===== src/rtl/fifo_pkt_framer.sv =====
// Drains a byte FIFO and emits framed packets (sync, length, payload, checksum)
// on a valid/ready byte stream; short frames are flushed after an idle timeout.
module fifo_pkt_framer #(
    parameter int              DATA_W    = 8,
    parameter int              CNT_W     = 4,
    parameter int              FRAME_LEN = 8,
    parameter int              TIMEOUT   = 64,
    parameter logic [DATA_W-1:0] SYNC    = 8'hA5
) (
    input  logic              clk,
    input  logic              rst,
    input  logic              fifo_empty,
    input  logic [CNT_W-1:0]  fifo_count,
    input  logic [DATA_W-1:0] fifo_data,
    output logic              fifo_read,
    output logic [DATA_W-1:0] m_data,
    output logic              m_valid,
    input  logic              m_ready,
    output logic              busy,
    output logic              frame_done
);

    typedef enum logic [2:0] {IDLE, HDR, LEN, RD, WT, PAY, CHK} state_t;

    localparam logic [CNT_W-1:0] FULL_CNT = CNT_W'(FRAME_LEN);
    localparam logic [15:0]      TMO_LAST = 16'(TIMEOUT - 1);

    state_t            state, state_nxt;
    logic [15:0]       timer;
    logic [DATA_W-1:0] len;
    logic [DATA_W-1:0] remaining;
    logic [DATA_W-1:0] sum;
    logic [DATA_W-1:0] byte_q;
    logic              full_ready;
    logic              partial;

    assign full_ready = (fifo_count >= FULL_CNT);
    assign partial    = !fifo_empty && (fifo_count < FULL_CNT);

    always_comb begin
        state_nxt = state;
        fifo_read = 1'b0;
        m_valid   = 1'b0;
        m_data    = '0;
        busy      = (state != IDLE);
        case (state)
            IDLE: begin
                if (full_ready)
                    state_nxt = HDR;
                else if (partial && timer == TMO_LAST)
                    state_nxt = HDR;
            end
            HDR: begin
                m_valid = 1'b1;
                m_data  = SYNC;
                if (m_ready) state_nxt = LEN;
            end
            LEN: begin
                m_valid = 1'b1;
                m_data  = len;
                if (m_ready) state_nxt = RD;
            end
            RD: begin
                // Sole reader, so an empty FIFO here only stalls rather than errors.
                if (!fifo_empty) begin
                    fifo_read = 1'b1;
                    state_nxt = WT;
                end
            end
            WT: state_nxt = PAY;
            PAY: begin
                m_valid = 1'b1;
                m_data  = byte_q;
                if (m_ready) state_nxt = (remaining == DATA_W'(1)) ? CHK : RD;
            end
            CHK: begin
                m_valid = 1'b1;
                m_data  = sum;
                if (m_ready) state_nxt = IDLE;
            end
            default: state_nxt = IDLE;
        endcase
    end

    always_ff @(posedge clk or posedge rst) begin
        if (rst) begin
            state      <= IDLE;
            timer      <= '0;
            len        <= '0;
            remaining  <= '0;
            sum        <= '0;
            byte_q     <= '0;
            frame_done <= 1'b0;
        end else begin
            state      <= state_nxt;
            frame_done <= (state == CHK) && m_ready;
            case (state)
                IDLE: begin
                    // A full frame wins over a pending timeout flush.
                    if (full_ready) begin
                        len       <= DATA_W'(FRAME_LEN);
                        remaining <= DATA_W'(FRAME_LEN);
                        sum       <= '0;
                        timer     <= '0;
                    end else if (partial) begin
                        if (timer == TMO_LAST) begin
                            len       <= DATA_W'(fifo_count);
                            remaining <= DATA_W'(fifo_count);
                            sum       <= '0;
                            timer     <= '0;
                        end else begin
                            timer <= timer + 16'd1;
                        end
                    end else begin
                        timer <= '0;
                    end
                end
                LEN: if (m_ready) sum <= len;
                WT:  byte_q <= fifo_data;
                PAY: begin
                    if (m_ready) begin
                        sum       <= sum + byte_q;
                        remaining <= remaining - DATA_W'(1);
                    end
                end
                default: ;
            endcase
        end
    end

endmodule


===== config.mk =====
export PLATFORM = sky130hd
export DESIGN_NAME = fifo_pkt_framer
export DESIGN_NICKNAME = d
export VERILOG_FILES = /design/src/rtl/fifo_pkt_framer.sv
export SDC_FILE = /design/constraint.sdc
export NUM_CORES = 1
export LEC_CHECK = 0
export BUFFER_PORTS_ARGS = -buffer_cell sky130_fd_sc_hd__buf_2
export CAP_MARGIN = 20
export CELL_PAD_IN_SITES_DETAIL_PLACEMENT = 2
export CELL_PAD_IN_SITES_GLOBAL_PLACEMENT = 2
export CORE_ASPECT_RATIO = 0.9
export CORE_MARGIN = 4
export CORE_UTILIZATION = 39
export CTS_BUF_LIST = sky130_fd_sc_hd__clkbuf_4
export CTS_CLUSTER_DIAMETER = 100
export DETAILED_ROUTE_END_ITERATION = 8
export HOLD_SLACK_MARGIN = 0.06
export PLACE_DENSITY_LB_ADDON = 0.2
export SLEW_MARGIN = 20
export SYNTH_ARGS = -nofsm -noshare
export SYNTH_HDL_FRONTEND = slang
export SYNTH_SLANG_ARGS = --single-unit

===== constraint.sdc =====
create_clock -name clk -period 2.45 [get_ports clk]
set_input_delay 0.735 -clock clk [delete_from_list [all_inputs] [get_ports clk]]
set_output_delay 0.735 -clock clk [all_outputs]
set_load 0.1 [all_outputs]

==> PnR_summary.wiki <==
{| class="wikitable"
! Metric !! Value
|-
| Cell with the most instances after synthesis || sky130_fd_sc_hd__dfrtp_1
|-
| Part of the Yosys area used for sequential elements || 40.7%
|-
| Multi-input gate area || 0.00178 sq mm
|-
| Reg-to-Reg End || sum[3]
|-
| Crit end category || output pin
|-
| Worst Setup Path Type || flop to output pin
|-
| Number of buffers inserted during clock tree synthesis || 5
|-
| Result of the run || complete, but fails checks
|-
| Leakage power figure || 0.00163 uW
|-
| Transition time of the tightest slew-check pin || between 700 and 800 ps
|-
| Diode count || 0
|-
| Final-layout worst hold slack || 369 ps
|-
| Number of setup violations in the final report || 1
|-
| Number of synthesized flops with an enable pin || 0
|-
| Via count of the routed design || approximately 2800
|-
| HPWL after detailed placement || around 7000 um
|-
| Post-synthesis average cell area || about 9.2 sq um
|-
| Syn Std Cell Area || ~0.0030 sq mm
|-
| Unrepaired setup endpoints after global routing || yes
|-
| Maximum number of pins on one net before global-route repair || 30
|-
| CP delay by family, top || flip-flops
|-
| Cell types with the largest area share after synthesis || sky130_fd_sc_hd__dfrtp_1 41%, sky130_fd_sc_hd__o21ai_0 5.1%, sky130_fd_sc_hd__ha_1 4.2%
|-
| WL per Instance || around 25 um
|-
| Nets in the synthesized netlist || about 350
|-
| Starting density of the core || between 40% and 50%
|-
| RD Place Congestion || around 0.82
|-
| GRT overflow || 0
|-
| CP Max Fanout || 8
|-
| Global-route wire length before repair || approximately 17000 um
|-
| Number of levels in the clock H-tree || 2
|-
| Tmin final || 2470 ps
|-
| Arrival time at the worst endpoint || approximately 1700 ps
|-
| Crit-path cells || clkinvlp_4 > o21ai_1 > o21ai_4 > buf_12
|-
| Number of antenna violations at the first check in global routing || 0
|-
| CTS Hold Bufs || 0
|-
| Type of origin of the critical path || flop
|-
| Layout cell share with drive strength beyond 1 || ~30%
|-
| Die span in x || between 90 and 100 um
|-
| Worst Path Buf+Inv || 2
|-
| Core region area || slightly above 0.007 sq mm
|-
| Overall routing resource usage || 23.2%
|-
| Number of global-route vias before repair || 3042
|-
| Total number of clock tree sinks || 48
|-
| Number of failing hold endpoints at the final stage || 0
|-
| Slack of the worst reg-to-reg path || 50 ps
|-
| Num rows || 29
|-
| Ys flop type || sky130_fd_sc_hd__dfrtp_1
|-
| Number of buffers added on ports || 27
|-
| Max Cap Viol || 0
|-
| Synth top area share || around two fifths
|-
| DRC Markers || 0
|-
| # fillers || between 700 and 800
|-
| Slowest cell on the critical path || sky130_fd_sc_hd__dfrtp_2
|-
| Violated checks || setup timing
|-
| Iter 0 DRT Violations || 130
|-
| Post-synthesis cell type with the largest combined area || sky130_fd_sc_hd__dfrtp_1
|-
| Number of warnings issued by yosys || 0
|-
| Count of TritonRoute iterations in the first routing pass || 4
|-
| Maximum clock insertion buffer count || 2
|-
| Post-Synthesis Cells || 320
|-
| Max incr delay on CP || about 500 ps
|-
| Synthesis-to-layout area growth || 26.8%
|-
| Hold WC Path Type || primary input to async pin
|-
| Sum of routed wire length over all layers || between 10000 and 15000 um
|-
| Area of the die || 0.00903 sq mm
|-
| Worst r2r src || timer[0]
|-
| Synth async-reset ratio || 100%
|-
| NumNets Final || between 400 and 500
|-
| Maximum clock skew at final layout || ~17 ps
|-
| Count of distinct cell types in the synthesized netlist || 56
|-
| Worst Setup Slack post-DPL || around 29 ps
|-
| Number of synthesized register bits || 48
|-
| Number of top-level pins || 28
|-
| Most numerous cell types in the synthesized netlist || 48 x sky130_fd_sc_hd__dfrtp_1, 30 x sky130_fd_sc_hd__nor2_1, 30 x sky130_fd_sc_hd__o21ai_0, 28 x sky130_fd_sc_hd__nand2_1, 14 x sky130_fd_sc_hd__a21oi_1
|-
| Highest ir drop seen on vdd || ~950 uV
|-
| Portion of the clock cycle consumed by the worst path in the final layout || 101%
|-
| Clock input transition at the sequential cells of the worst setup and hold paths || around 150 ps
|-
| Register-to-Register Path Depth || 6
|-
| Number of vias per cell after detailed routing || approximately 6.1
|-
| Floorplan die height || 90.6 um
|-
| Skew-Pair Late Insertion Delay || ~390 ps
|-
| Sequential Area || 0.00120 sq mm
|-
| P per Cell Area || between 1000 and 1500 mW/mm^2
|-
| Maximum achievable frequency || about 0.4 GHz
|-
| Root Buffer Master || sky130_fd_sc_hd__clkbuf_4
|-
| CTS tree || done
|-
| Post-route worst setup slack || -18.9 ps
|-
| Final antenna-violating net count || 0
|-
| Max_slew headroom || 49.0%
|-
| Required time of the critical path || roughly 1700 ps
|-
| Number of slew-limit violations in the final report || 0
|}
state kept, by name, indices dropped and copies added, names as in the netlist:
| name | flops |
|---|---|
| byte_q | 8 |
| frame_done | 1 |
| len | 4 |
| remaining | 8 |
| state | 3 |
| sum | 8 |
| timer | 16 |
final cells by class:
class,instances,area share (%)
Clock buffer,7,1.40
Clock inverter,1,0.100
Inverter,13,1.40
Multi-Input combinational cell,248,47.6
Sequential cell,48,32.2
Tap cell,93,3.11
Timing Repair Buffer,58,14.2
report_power, final:
part,switching (uW),total (uW),internal (uW)
Clock,285,418,133
Combinational,1940,3120,1170
Sequential,320,1340,1020
Total,2550,4870,2320
worst register-to-register path, stage by stage, from the launching register on:
cell and delay, ps:
sky130_fd_sc_hd__dfrtp_1 440, sky130_fd_sc_hd__ha_1 240, sky130_fd_sc_hd__nand3_1 180, sky130_fd_sc_hd__nor3_2 480, sky130_fd_sc_hd__a31oi_2 250, sky130_fd_sc_hd__o21a_1 350, sky130_fd_sc_hd__mux2_1 370
stage by stage:
step	std cells	setup TNS [ps]	utilization, %	power [uW]	cell area (sq um)
3_5_place_dp	447	0	48.9	4050	3530
2_1_floorplan	320	-174	-	3090	3030
3_3_place_gp	447	0	48.9	3900	3530
5_1_grt	468	-1030	51.9	5140	3740
4_1_cts	457	-7.71	50.1	4540	3620
6_report	468	-18.9	51.9	4870	3740
kinds of logic after synthesis:
group,after synthesis,synth area share (%)
adder cells (fa/ha/maj),11,4.91
AND/OR/NAND/NOR,123,22.1
AO/OA/AOI/OAI,82,18.1
multiplexers,20,7.29
XOR/XNOR,12,3.56
flip-flops,48,40.7
buffers and inverters,24,3.35
per-layer routing:
| layer | wire length [um] | global-route usage, % |
|---|---|---|
| met5 | 0 | 0 |
| met1 | 5550 | 31.2 |
| met4 | 212 | 4.89 |
| met3 | 305 | 5.17 |
| met2 | 5760 | 38.2 |
how the worst max path moves through the flow:
stage / from / to / slack [ps] / cells past startpoint
floorplan: state[1] / m_data[1] / -80 / 5
global placement: timer[7] / sum[0] / 120 / 5
detailed placement: timer[7] / sum[3] / 30 / 5
CTS: state[2] / fifo_read / -8 / 3
global route: state[2] / m_data[5] / -100 / 4
finish: state[2] / m_data[2] / -20 / 4
repair_timing:
item                       CTS  global route
setup endpoints to repair   11            22
pin swaps                    0             3
buffers inserted             2            11
gates resized for setup     10            15
layout by cell type, fill, tap and decap left out, types with 10 or more instances in the layout:
master                     n
sky130_fd_sc_hd__nor2_1   27
sky130_fd_sc_hd__mux2_2   10
sky130_fd_sc_hd__nand3_1  11
sky130_fd_sc_hd__ha_1     10
sky130_fd_sc_hd__inv_1    10
sky130_fd_sc_hd__nand2_1  25
sky130_fd_sc_hd__buf_12   11
sky130_fd_sc_hd__buf_2    16
sky130_fd_sc_hd__dfrtp_1  45
sky130_fd_sc_hd__buf_4    31
sky130_fd_sc_hd__o21ai_0  22
sky130_fd_sc_hd__a21oi_1  14
(Power assumes the default switching activity.)
